File: src/rtl/ov7670_fb_capture.sv
// ============================================================================
// ov7670_fb_capture : OV7670 RGB444 single-frame capture into a frame buffer.
// Optional macro CAPTURE_DECIM_EN: 640x480 source decimated 2:1 per axis.
// Revision: 1.0
// ============================================================================
`default_nettype none

module ov7670_fb_capture #(
   parameter int NUM_PIXELS = 76800
) (
   input  logic        clk_i,
   input  logic        rst_ni,
   input  logic        capture_en,
   input  logic        vsync_i,
   input  logic        href_i,
   input  logic [7:0]  data_i,
   output logic [16:0] wraddr_o,
   output logic [11:0] dout_o,
   output logic        we_o,
   output logic        busy_o,
   output logic        frame_done_o,
   output logic        led_done,
   output logic        err_o
);

   localparam logic [16:0] C_NUM_PIX = 17'(NUM_PIXELS);

   typedef enum logic [1:0] {
      S_IDLE       = 2'd0,
      S_WAIT_FRAME = 2'd1,
      S_CAPTURE    = 2'd2,
      S_DONE       = 2'd3
   } state_t;

   state_t      r_state;
   state_t      w_state_next;

   logic        r_vsync_d;
   logic        r_phase;
   logic [3:0]  r_byte0;
   logic [16:0] r_pix_cnt;
   logic [16:0] r_wraddr;
   logic [11:0] r_dout;
   logic        r_we;
   logic        r_frame_done;
   logic        r_led_done;
   logic        r_err;

   logic        w_vs_rise;
   logic        w_vs_fall;
   logic        w_arm;
   logic        w_start;
   logic        w_keep;

   assign w_vs_rise = vsync_i & ~r_vsync_d;
   assign w_vs_fall = ~vsync_i & r_vsync_d;

   always_ff @(posedge clk_i or negedge rst_ni) begin
      if (!rst_ni) begin
         r_state <= S_IDLE;
      end else begin
         r_state <= w_state_next;
      end
   end

   always_comb begin
      w_state_next = r_state;
      busy_o       = 1'b0;
      w_arm        = 1'b0;
      w_start      = 1'b0;
      case (r_state)
         S_IDLE: begin
            if (capture_en) begin
               w_arm        = 1'b1;
               w_state_next = S_WAIT_FRAME;
            end
         end
         S_WAIT_FRAME: begin
            busy_o = 1'b1;
            if (w_vs_fall) begin
               w_start      = 1'b1;
               w_state_next = S_CAPTURE;
            end
         end
         S_CAPTURE: begin
            busy_o = 1'b1;
            if (w_vs_rise) begin
               w_state_next = S_DONE;
            end
         end
         S_DONE: begin
            if (!capture_en) begin
               w_state_next = S_IDLE;
            end
         end
         default: w_state_next = S_IDLE;
      endcase
   end

`ifdef CAPTURE_DECIM_EN
   // Keep only even columns of even lines of the 640x480 source.
   logic [9:0] r_col;
   logic [8:0] r_line;
   logic       r_href_d;

   always_ff @(posedge clk_i or negedge rst_ni) begin
      if (!rst_ni) begin
         r_col    <= '0;
         r_line   <= '0;
         r_href_d <= 1'b0;
      end else begin
         r_href_d <= href_i;
         if (w_start) begin
            r_col  <= '0;
            r_line <= '0;
         end else if (r_state == S_CAPTURE) begin
            if (!href_i) begin
               r_col <= '0;
            end else if (r_phase) begin
               r_col <= r_col + 10'd1;
            end
            if (r_href_d && !href_i) begin
               r_line <= r_line + 9'd1;
            end
         end
      end
   end

   assign w_keep = ~r_col[0] & ~r_line[0];
`else
   assign w_keep = 1'b1;
`endif

   always_ff @(posedge clk_i or negedge rst_ni) begin
      if (!rst_ni) begin
         r_vsync_d    <= 1'b0;
         r_phase      <= 1'b0;
         r_byte0      <= '0;
         r_pix_cnt    <= '0;
         r_wraddr     <= '0;
         r_dout       <= '0;
         r_we         <= 1'b0;
         r_frame_done <= 1'b0;
         r_led_done   <= 1'b0;
         r_err        <= 1'b0;
      end else begin
         r_vsync_d    <= vsync_i;
         r_we         <= 1'b0;
         r_frame_done <= 1'b0;

         if (w_arm) begin
            r_led_done <= 1'b0;
            r_err      <= 1'b0;
            r_pix_cnt  <= '0;
         end

         if (r_state == S_CAPTURE) begin
            if (href_i) begin
               r_phase <= ~r_phase;
               if (!r_phase) begin
                  r_byte0 <= data_i[3:0];
               end else if (w_keep) begin
                  // A full buffer turns extra pixels into an error, never a wrap.
                  if (r_pix_cnt == C_NUM_PIX) begin
                     r_err <= 1'b1;
                  end else begin
                     r_we      <= 1'b1;
                     r_wraddr  <= r_pix_cnt;
                     r_dout    <= {r_byte0, data_i};
                     r_pix_cnt <= r_pix_cnt + 17'd1;
                  end
               end
            end else begin
               r_phase <= 1'b0;
            end

            if (w_vs_rise) begin
               r_frame_done <= 1'b1;
               r_led_done   <= 1'b1;
               if (r_pix_cnt != C_NUM_PIX) begin
                  r_err <= 1'b1;
               end
            end
         end else begin
            r_phase <= 1'b0;
         end
      end
   end

   assign wraddr_o     = r_wraddr;
   assign dout_o       = r_dout;
   assign we_o         = r_we;
   assign frame_done_o = r_frame_done;
   assign led_done     = r_led_done;
   assign err_o        = r_err;

endmodule

`default_nettype wire

File: config.mk
export PLATFORM = sky130hd
export DESIGN_NAME = ov7670_fb_capture
export DESIGN_NICKNAME = d
export VERILOG_FILES = /design/src/rtl/ov7670_fb_capture.sv
export SDC_FILE = /design/constraint.sdc
export NUM_CORES = 1
export LEC_CHECK = 0
export CAP_MARGIN = 40
export CORE_ASPECT_RATIO = 2
export CORE_MARGIN = 4
export CORE_UTILIZATION = 50
export CTS_CLUSTER_SIZE = 10
export DETAILED_ROUTE_END_ITERATION = 10
export PLACE_DENSITY = 0.76
export SLEW_MARGIN = 20
export SYNTH_ARGS = -nofsm -noshare
export SYNTH_HDL_FRONTEND = slang
export SYNTH_SLANG_ARGS = --single-unit
File: constraint.sdc
create_clock -name clk_i -period 3.9 [get_ports clk_i]
set_input_delay 0.78 -clock clk_i [delete_from_list [all_inputs] [get_ports clk_i]]
set_output_delay 0.78 -clock clk_i [all_outputs]
set_load 0.02 [all_outputs]
==> results.cfg <==
[global_routing]
grt_max_degree = 33
antenna_found_initial = 0
first_global_vias = 2181
grt_pass1_wl_um = 10380
grt_usage_pct = 20.48
grt_overflow_total = 0

[synth]
syn_inst = 240
synth_area_per_cell_um2 = 11.23
synth_top_area_cell = dfrtp_1
yosys_warnings = 0
ys_ff_latch = 58
yosysSeqAreaShare_pct = 53.85
netlist.area_leader.share_pct = 53.85
synth_nets = 260
netlist_top_cells_area = dfrtp_1 54%, mux2_2 9.2%, o21ai_0 4.5%
syn_area_um2 = 2695
synth.distinct_cells = 42

[timing]
fin_crit_sh_pct = 64.97
drv_slew = 0
period_needed_ns = 2.534
tightest_slew_ns = 0.7749
setup_slack_ns = 1.366
rsz0062_at_grt = no
clock_skew_ns = 0.005056
setup-violations-final = 0
fin_tns_setup_ns = 0
hold_viol_final = 0
fmax_ghz = 0.3946
max_slew_margin_pct = 47.99

[floorplanning]
die_area_um2 = 6700
die-width_um = 59.92
row_count = 37
die_y_um = 111.8
io_pins = 47
start_util_pct = 51.98
design.core.area_um2 = 5185

[drt]
wl_per_cell_um = 16.87
antenna_left = 0
route.detailed.drc = 0
vias = 2051
dr.pass1.iters = 4
initialDrtViolationCount = 88
viasPerCell = 5.794
wl_um = 5973

[critical_path]
path_max_fanout = 4
critPathKind = reg2out
reg2regPathDepth = 6
start_kind = flop
cp_data_required_time_ns = 3.12
cp_data_arrival_time_ns = 1.75
end_kind = primary output

[hold_path]
hp-class = in2async

[pwr]
total_power_mw = 2.348
ir_drop_mv = 0.5710
p_leak_nw = 1.520
powerDensity_nw_per_um2 = 674.8

[clock_network]
clock_latency_ns = 0.34
cts_tree = done
cts_buffers = 9
cts_setup_buffers = 0
cts_hold_buf = 0
cts_resized = 0
clock-sinks = 58
clk_pin_slew_worst_paths_ns = 0.06
clockBufferDepth = 2
h-tree-depth = 3
cts_root_buf = clkbuf_8

[cells_and_area]
syn2layout_area_growth_pct = 29.11
fin_nets = 311
drive_above_1_share_pct = 17.91
antenna_cells = 0
final_core_util_pct = 67.11
layout.cells.non_filler = 354

[placed_design]
place_inst = 338
hpwl_um = 4329
dp_slack_ns = 1.204
io_buffer_count = 46
routabilityCongestion = 0.8759

[run]
cap_violations = 0

[outcome]
outcome = completed
## cells in the mapped netlist
library cell   n
or2_2          1
and4b_1        1
nand3_1       12
and3_1         1
mux2i_1        5
a21oi_1        2
or4_2          1
o2111ai_1      1
nor4b_1        2
nor4_1         5
buf_2          3
o31ai_1        2
mux2_2        22
nand3b_1       1
nand2_1       11
or4_1          5
nor2_1         3
o21bai_1       1
a22o_1         3
nor3_1         1
nand2_2        2
and4_1         1
buf_4          1
o21ai_0       24
dfrtp_1       58
or4_4          1
o21ai_1        1
or2b_1         1
or3_2          1
nand4_2        1
o221ai_1       9
inv_1         16
ha_1           7
a31oi_1        2
or3_1          2
a21o_1         2
o211ai_1       3
nand4_1       10
inv_2          1
nand2b_1       4
xnor2_1        2
clkbuf_1       8
## cell usage in the layout (no fill, tap or decap), types with 3 or more instances in the layout
master,netlist,final
mux2i_1,5,5
o21ai_0,24,24
nand3_1,12,12
dfrtp_1,58,58
a22o_1,3,3
clkdlybuf4s50_1,0,45
nand2_1,11,11
bufinv_16,0,3
ha_1,7,7
clkbuf_8,0,11
nor4_1,5,5
o211ai_1,3,3
nor2_1,3,3
nand4_1,10,10
nand2b_1,4,4
inv_1,16,16
or4_1,5,5
mux2_2,22,22
o221ai_1,9,9
buf_4,1,5
## power by group
part	internal [mW]	leakage (nW)	switching, mW	total, mW
combinational	0.399	0.623	0.399	0.798
sequential	0.768	0.768	0.0943	0.863
clock	0.457	0.129	0.231	0.687
total	1.62	1.52	0.724	2.35
## critical path, cell delays in order, from the launching register on
cell and delay (ns):
dfrtp_1 0.38, inv_1 0.11, ha_1 0.32, clkdlybuf4s50_1 0.61
## worst paths after layout
| path | slack (ns) | endpoint | from |
|---|---|---|---|
| min in group clk_i | 0.48 | led_done | led_done |
| max | 1.37 | busy_o | r_state[0] |
| max reg2reg | 1.37 | r_pix_cnt[7] | r_pix_cnt[0] |
| min reg2reg | 0.48 | led_done | led_done |
| min | 0.29 | r_pix_cnt[11] | rst_ni |
| max in group asynchronous | 2.87 | dout_o[0] | rst_ni |
## per-stage QoR
stage	instance area [um^2]	hold slack [ns]
6_report	3480	0.2915
5_1_grt	3480	0.3016
4_1_cts	3480	0.2866
3_5_place_dp	3228	0.4734
3_3_place_gp	3208	0.4617
2_1_floorplan	2695	0.4749
## final cells by class
class                   instances  area [um^2]
well taps                      58        72.57
flip-flops and latches         58         1451
clock buffers                  11        151.4
clock inverters                 5        100.1
repair buffers                 52        513.0
multi-input cells             153         1127
inverters                      17        63.81
fillers                       393         1705
## registers in the layout (all words and copies together) (netlist names)
signal        flops
r_state           2
r_pix_cnt        17
r_byte0           4
led_done          1
r_phase           1
wraddr_o         17
we_o              1
err_o             1
frame_done_o      1
dout_o           12
r_vsync_d         1
## routing by layer
metal	global-route usage [%]	wire length (um)	up-vias
met4	9.911	161	0
met3	4.640	224	14
met1	23.50	2280	996
li1	-	-	984
met2	34.39	3307	57
met5	0	0	-
## kinds of logic after synthesis
family                   Yosys count  share of synthesized area, %
AO/OA/AOI/OAI                     50                         11.93
flip-flops                        58                         53.85
multiplexers                      27                         11.05
AND/OR/NAND/NOR                   67                         14.95
XOR/XNOR                           2                        0.6501
buffers and inverters             29                         4.317
adder cells (fa/ha/maj)            7                         3.250
Power figures use the tool's default switching activity.
